### src/rtl/pipe_pkg.sv
// Shared definitions for the ID->EX elastic register: default widths, FSM states
// and the packed payload width helper.
package pipe_pkg;

  localparam int OP_W_DEF   = 6;
  localparam int REG_AW_DEF = 5;

  typedef enum logic [1:0] {
    EMPTY = 2'd0,
    MAIN  = 2'd1,
    BOTH  = 2'd2
  } state_t;

  // Payload layout, MSB first: opcode | src data | rd | imm | mem_read | mem_write | reg_write
  function automatic int payload_w(input int op_w, input int num_src,
                                   input int data_w, input int reg_aw);
    return op_w + num_src * data_w + reg_aw + data_w + 3;
  endfunction

endpackage

### src/rtl/pipe_slot.sv
// One pipeline storage slot: payload register plus valid bit.
// Clear drops the valid bit but keeps the payload, so bubbles show the last content.
module pipe_slot #(
  parameter int W = 8
) (
  input  logic         clk,
  input  logic         reset,
  input  logic         load,
  input  logic         clear,
  input  logic [W-1:0] d,
  output logic [W-1:0] q,
  output logic         valid
);

  always_ff @(posedge clk) begin
    if (reset) begin
      valid <= 1'b0;
      q     <= '0;
    end else if (clear) begin
      valid <= 1'b0;
    end else if (load) begin
      valid <= 1'b1;
      q     <= d;
    end
  end

endmodule

### src/rtl/id_ex_elastic_reg.sv
// ID->EX pipeline register with a 2-entry skid buffer, flush and a saturating stall counter.
//  state | meaning
//  EMPTY | no instruction held, out_valid=0
//  MAIN  | main slot holds the EX instruction
//  BOTH  | main and skid slots full, in_ready=0
module id_ex_elastic_reg #(
  parameter int DATA_W  = 32,
  parameter int REG_AW  = pipe_pkg::REG_AW_DEF,
  parameter int OP_W    = pipe_pkg::OP_W_DEF,
  parameter int NUM_SRC = 3,
  parameter int CNT_W   = 16
) (
  input  logic                      clk,
  input  logic                      reset,
  input  logic                      flush,
  input  logic                      in_valid,
  output logic                      in_ready,
  input  logic [OP_W-1:0]           in_opcode,
  input  logic [NUM_SRC*DATA_W-1:0] in_src_data,
  input  logic [REG_AW-1:0]         in_rd,
  input  logic [DATA_W-1:0]         in_imm,
  input  logic                      in_mem_read,
  input  logic                      in_mem_write,
  input  logic                      in_reg_write,
  output logic                      out_valid,
  input  logic                      out_ready,
  output logic [OP_W-1:0]           out_opcode,
  output logic [NUM_SRC*DATA_W-1:0] out_src_data,
  output logic [REG_AW-1:0]         out_rd,
  output logic [DATA_W-1:0]         out_imm,
  output logic                      out_mem_read,
  output logic                      out_mem_write,
  output logic                      out_reg_write,
  output logic [CNT_W-1:0]          stall_cnt
);
  import pipe_pkg::*;

  localparam int PW = payload_w(OP_W, NUM_SRC, DATA_W, REG_AW);

  state_t        state_q, state_d;
  logic          accept, pop;
  logic          m_load, m_clear, s_load, s_clear;
  logic          m_valid, s_valid;
  logic [PW-1:0] in_pl, m_d, m_q, s_q;
  logic          m_mem_read, m_mem_write, m_reg_write;

  assign in_pl = {in_opcode, in_src_data, in_rd, in_imm, in_mem_read, in_mem_write, in_reg_write};

  // Handshake outputs come straight from slot flops: no input-to-output path.
  assign in_ready  = ~s_valid;
  assign out_valid = m_valid;
  assign accept    = in_valid & in_ready;
  assign pop       = out_valid & out_ready;

  always_ff @(posedge clk) begin
    if (reset) state_q <= EMPTY;
    else       state_q <= state_d;
  end

  always_comb begin
    state_d = state_q;
    if (flush) begin
      state_d = EMPTY;
    end else begin
      unique case (state_q)
        EMPTY:   if (accept) state_d = MAIN;
        MAIN: begin
          if (accept && !pop)      state_d = BOTH;
          else if (!accept && pop) state_d = EMPTY;
        end
        BOTH:    if (pop) state_d = MAIN;
        default: state_d = EMPTY;
      endcase
    end
  end

  always_comb begin
    m_load  = 1'b0;
    m_clear = 1'b0;
    s_load  = 1'b0;
    s_clear = 1'b0;
    m_d     = (state_q == BOTH) ? s_q : in_pl;
    if (flush) begin
      m_clear = 1'b1;
      s_clear = 1'b1;
    end else begin
      unique case (state_q)
        EMPTY: m_load = accept;
        MAIN: begin
          m_load  = accept & pop;
          s_load  = accept & ~pop;
          m_clear = ~accept & pop;
        end
        BOTH: begin
          m_load  = pop;
          s_clear = pop;
        end
        default: begin
          m_clear = 1'b1;
          s_clear = 1'b1;
        end
      endcase
    end
  end

  pipe_slot #(.W(PW)) u_main (
    .clk   (clk),
    .reset (reset),
    .load  (m_load),
    .clear (m_clear),
    .d     (m_d),
    .q     (m_q),
    .valid (m_valid)
  );

  pipe_slot #(.W(PW)) u_skid (
    .clk   (clk),
    .reset (reset),
    .load  (s_load),
    .clear (s_clear),
    .d     (in_pl),
    .q     (s_q),
    .valid (s_valid)
  );

  assign {out_opcode, out_src_data, out_rd, out_imm, m_mem_read, m_mem_write, m_reg_write} = m_q;

  // Bubbles must never write memory or the register file.
  assign out_mem_read  = m_mem_read  & m_valid;
  assign out_mem_write = m_mem_write & m_valid;
  assign out_reg_write = m_reg_write & m_valid;

  always_ff @(posedge clk) begin
    if (reset)
      stall_cnt <= '0;
    else if (out_valid && !out_ready && !(&stall_cnt))
      stall_cnt <= stall_cnt + 1'b1;
  end

endmodule

### config.mk
export PLATFORM = sky130hd
export DESIGN_NAME = id_ex_elastic_reg
export DESIGN_NICKNAME = d
export VERILOG_FILES = /design/src/rtl/pipe_pkg.sv /design/src/rtl/pipe_slot.sv /design/src/rtl/id_ex_elastic_reg.sv
export SDC_FILE = /design/constraint.sdc
export NUM_CORES = 1
export LEC_CHECK = 0
export ABC_AREA = 0
export CORE_MARGIN = 3
export CORE_UTILIZATION = 40
export DETAILED_ROUTE_END_ITERATION = 16
export SLEW_MARGIN = 20
export SYNTH_ARGS = -nofsm -noshare
export SYNTH_HDL_FRONTEND = slang
export SYNTH_HIERARCHICAL = 1
export SYNTH_SLANG_ARGS = --single-unit
### constraint.sdc
create_clock -name clk -period 5.8 [get_ports clk]
set_clock_uncertainty 0.1 [all_clocks]
set_input_delay 1.45 -clock clk [delete_from_list [all_inputs] [get_ports clk]]
set_output_delay 1.45 -clock clk [all_outputs]
set_load 0.01 [all_outputs]
---- Word-level counts from Yosys, hierarchy flattened ----
Cells that the tools add are included.
storage, ports and cells
  bits in registers ....................... 304
cells by class
  reduce and logical (&&, ||, !) cells .... 18
  bitwise logic cells ..................... 13
  multiplexer cells ....................... 14
  $add $sub $neg .......................... 1
  equality and inequality tests ........... 5
operator list
  operator               count
  $mux 142               1
  $add 16x1->16 const B  1
  $reduce_and 16->1      1
  $reduce_or 2->1        5
  $and 1x1->1            8
  $mux 2                 4
  $pmux 2 s3             1
  $mux 1                 5
  $not 1->1              5
  $logic_and 1x1->1      4
  $logic_not 1->1        4
  $ne 2x2->1 const B     2
  $pmux 1 s2             2
  $reduce_and 2->1       2
  $ne 3x3->1 const B     1
  $pmux 1 s3             1
  $reduce_and 3->1       1
  $eq 2x1->1 const B     1
  $eq 2x2->1 const B     1
  $logic_not 2->1        1

---- Logic depth before layout (Yosys ltp) ----
  depth after elaboration ................. 8
  depth in mapped cells ................... 12
  mapped depth without buffers ............ 8

---- Modules after synthesis ----
The synthesis kept the hierarchy.
by module, submodules not included
  module             instances  area an instance (µm²)  cells each  seq. area each (µm²)
  pipe_slot          2          6872.8                  651         2862.7
  id_ex_elastic_reg  1          2819.0                  586         360.3

---- Least setup slack after synthesis ----
OpenSTA, ideal clock, no wires.
  kind .................................... in2reg
  start ................................... input port in_valid
  end ..................................... register u_main.q[100]
  arrival time ............................ 2.895 ns
  data required time ...................... 5.584 ns
  cell stages on the path ................. 10
  path slack .............................. 2.689 ns
  cell sequence ........................... or3b_2 a21oi_1 a21oi_1 nor2_1 buf_6 nor2b_4 buf_6 buf_12 buf_12 o21ai_2
on the way
  elaborated cells on any way between the ends .. 10
  those cells by class .................... mux (4); bitwise (5); reduce/logical (1)
RTL lines
  element                                RTL line                 text
  from (decl)                            id_ex_elastic_reg.sv:16  input logic in_valid,
  $and 1x1->1 (*)                        id_ex_elastic_reg.sv:52  assign accept = in_valid & in_ready;
  $and 1x1->1                            id_ex_elastic_reg.sv:90  m_load = accept & pop;
  $pmux 1 s3 (*)                         id_ex_elastic_reg.sv:87  unique case (state_q)
  $mux 1 (*)                             id_ex_elastic_reg.sv:83  if (flush) begin
  net m_load                             id_ex_elastic_reg.sv:42  logic m_load, m_clear, s_load, s_clear;
  $reduce_and 2->1 (no source line) (*)  n/a
  to (signal assigned)                   pipe_slot.sv:18          q <= '0;
  to (signal assigned)                   pipe_slot.sv:23          q <= d;
  to (decl)                              pipe_slot.sv:11          output logic [W-1:0] q,
Mark *: on every way through the listed nets, which the timed path passes. The rest lies on a longest branch.
A chain may end at the register's enable or synchronous reset.

---- Worst setup path after layout ----
  start ................................... input port out_ready
  end ..................................... register u_skid.q[12]
on the way
  elaborated cells on any way between the ends .. 9
  those cells by class .................... mux (4); bitwise (4); reduce/logical (1)
RTL lines
  element                            RTL line                 text
  from (decl)                        id_ex_elastic_reg.sv:26  input logic out_ready,
  $and 1x1->1                        id_ex_elastic_reg.sv:53  assign pop = out_valid & out_ready;
  $pmux 1 s2                         id_ex_elastic_reg.sv:87
  $mux 1                             id_ex_elastic_reg.sv:83
  net s_clear                        id_ex_elastic_reg.sv:42
  $not 1->1 (no source line)         n/a
  $reduce_and 2->1 (no source line)  n/a
  to (signal assigned)               pipe_slot.sv:18
  to (signal assigned)               pipe_slot.sv:23
  to (decl)                          pipe_slot.sv:11
The timed path passes the listed nets, and every way through them passes these cells.

==> results.md <==
- Crit Path Max Fanout: 76
- Via count: 13870
- Initial core utilization: 41.12%
- Ports: between 300 and 400
- Worst EP required: 6.10 ns
- Ys async rst share: 0%
- Post-CTS Resized: 0
- Antenna violations before repair: 6
- CTS Hold Bufs: 0
- CTS buffer count: 37
- FF-to-FF Start: u_main/valid
- Fin. max-slew vios: 0
- Worst slew margin: 28.92%
- Routed wire length per instance: about 19 um
- Min Tclk post-route: 3.939 ns
- Number of synthesized flops with an enable pin: 0
- Crit path capture type: register
- Top cell type's share of synthesized area: 36.74%
- Vias/cell: 5.314
- Total Wirelength: around 50000 um
- Mapped Area: 16560 sq um
- IO Port Bufs: 306
- Sequential share of the synthesized area: 36.74%
- Layout Utilization: 51.24%
- Starting DRT DRC Count: 1051
- All-Layer GR Usage: 21.02%
- Largest net degree at the start of global routing: 237
- Number of global-route vias before repair: 13310
- Final Cycle Share: 67.91%
- Endpoints failing hold: 0
- DRC viols: 0
- Cells after Synth: 1888
- Placer Congestion: 0.7803
- Site Rows: 73
- Pre-CTS WS: roughly 1.3 ns
- Worst-path clk slew: 0.06 ns
- Hold Path Origin: u_skid/q[27]
- Final hold slack: 0.3637 ns
- Synth warn: 6
- Die W: 209.5 um
- CP Launch Type: input pin
- Clock sinks: just over 300
- Die H: 209.5 um
- Final setup margin: 1.861 ns
- Power density cells: 239.4 nW/um^2
- Global-route wire length before repair: 76360 um
- Peak supply drop: 0.1554 mV
- Max Cap Violations: 0
- Final setup violation count: 0
- Synth unique cells: 44
- RSZ-0062 raised after global routing: false
- Layout Nets: 2212
- Mapped Avg Cell Area: 8.774 sq um
- Commonest register cell after synthesis: dfxtp_1
- CP Data Arrival Time: about 4.2 ns
- Setup TNS Final: 0 ns
- GR Overflow Total: 0
- Worst hold path type: register to register
- Skew-Pair Late Insertion Delay: 0.54 ns
- Postcts setup bufs: 0
- CTS tree: done
- Top cells by count, synth: nand2_1 (432), dfxtp_1 (304), nand2b_1 (290)
- Slew @ Worst Pin: 1.066 ns
- Area of the core: 40280 sq um
- Reg-to-reg setup timing slack: 2.77 ns
- Setup CP Type: input pin to register
- Syn_nets: 2039
- Layout cells sized above 1: 12.06%
- Dpl hpwl: 28330 um
- Crit path launch: out_ready
- Largest cells by area after synthesis: dfxtp_1 (37%), nand4bb_1 (19%), nand2b_1 (11%), nand2_1 (9.8%), o21ai_2 (8.5%)
- Die area: 43890 sq um
- Max H-tree Level: 2
- Fmax: 0.2539 GHz
- Post-route ant nets: 0
- Count leader, synth: nand2_1
- Synth-to-layout area growth: 24.60%
- CTS root buf: clkbuf_16
- Status: completed
- Filler cell count: 3745
- Flops & latches, synth: 304
- Leak: about 7.4 nW
- First-pass DRT Iterations: 5
- Area leader, netlist: dfxtp_1
- CTS Buffer Depth: 3
## through the flow
step                      area (sq um)  std cells  power [mW]
after floorplan                  16560       1888       2.510
after global placement           19420       2545       2.749
after detailed placement         19470       2547       2.753
after CTS                        20630       2607       5.025
after global routing             20640       2611       5.138
final                            20640       2611       4.940
## cells by family after synthesis
kind of cell	Yosys count	synth area share (%)
adder cells (fa/ha/maj)	4	0.3021
AND/OR/NAND/NOR	1063	42.53
AO/OA/AOI/OAI	318	13.42
buffers and inverters	197	6.881
flip-flops	304	36.74
XOR/XNOR	1	0.05288
multiplexers	1	0.06798
## final cells by class
class	instances	area, sq um	area share [%]
flip-flops and latches	304	6086	29.49
inverters	4	15.01	0.07274
clock buffers	55	1126	5.456
diodes	4	10.01	0.04850
multi-input cells	1387	9382	45.45
repair buffers	327	3333	16.15
clock inverters	5	31.28	0.1516
well taps	525	656.9	3.183
## power breakdown
| part | switching, mW | internal [mW] |
|---|---|---|
| logic | 0.256 | 0.293 |
| clock network | 0.899 | 1.33 |
| registers | 0.0275 | 2.13 |
| total | 1.18 | 3.76 |
## state kept, by name, summed over array words and instances (netlist names)
register,flops
stall_cnt,16
state_q,2
u_skid/valid,1
u_skid/q,142
u_main/valid,1
u_main/q,142
## placed cells by master (no fill, tap or decap), types with 2 or more instances in the layout
| cell | instances |
|---|---|
| nand2_1 | 432 |
| clkdlybuf4s50_1 | 305 |
| dfxtp_1 | 304 |
| nand2b_1 | 288 |
| nand4bb_1 | 284 |
| o21ai_2 | 160 |
| o21ai_0 | 105 |
| clkbuf_16 | 39 |
| o21ai_1 | 24 |
| a21oi_1 | 17 |
| buf_4 | 13 |
| or4_1 | 9 |
| clkbuf_8 | 9 |
| o31ai_1 | 8 |
| nand3_1 | 7 |
| clkbuf_1 | 7 |
| buf_12 | 7 |
| and2_1 | 5 |
| nor3_1 | 5 |
| nor2_1 | 5 |
| diode_2 | 4 |
| inv_1 | 4 |
| ha_1 | 4 |
| nor2b_4 | 3 |
| or3_1 | 3 |
| and3_1 | 3 |
| clkinv_2 | 3 |
| nand2b_4 | 2 |
| nor3_2 | 2 |
| nand4_2 | 2 |
| nand4_1 | 2 |
| nor4_1 | 2 |
## per-layer routing
layer  part of all wire (%)  track usage (%)
met2                     47            33.87
met5                  0.047                0
met3                    4.8            4.051
met4                    1.8            5.843
met1                     47            28.83
## worst max-delay path: stages
cell	delay, ns
clkdlybuf4s50_1	0.56
and2_1	0.27
inv_1	0.10
nand2b_1	0.12
a21o_4	0.64
buf_4	0.67
nand4bb_1	0.21
o21ai_0	0.12
## worst paths after layout
check,endpoint,cells after the start
min,u_skid/q[27],2
max reg2reg,u_skid/q[12],7
max,u_skid/q[12],8
min reg2reg,u_skid/q[27],2
Note: power is estimated with default switching activity, not from simulation.
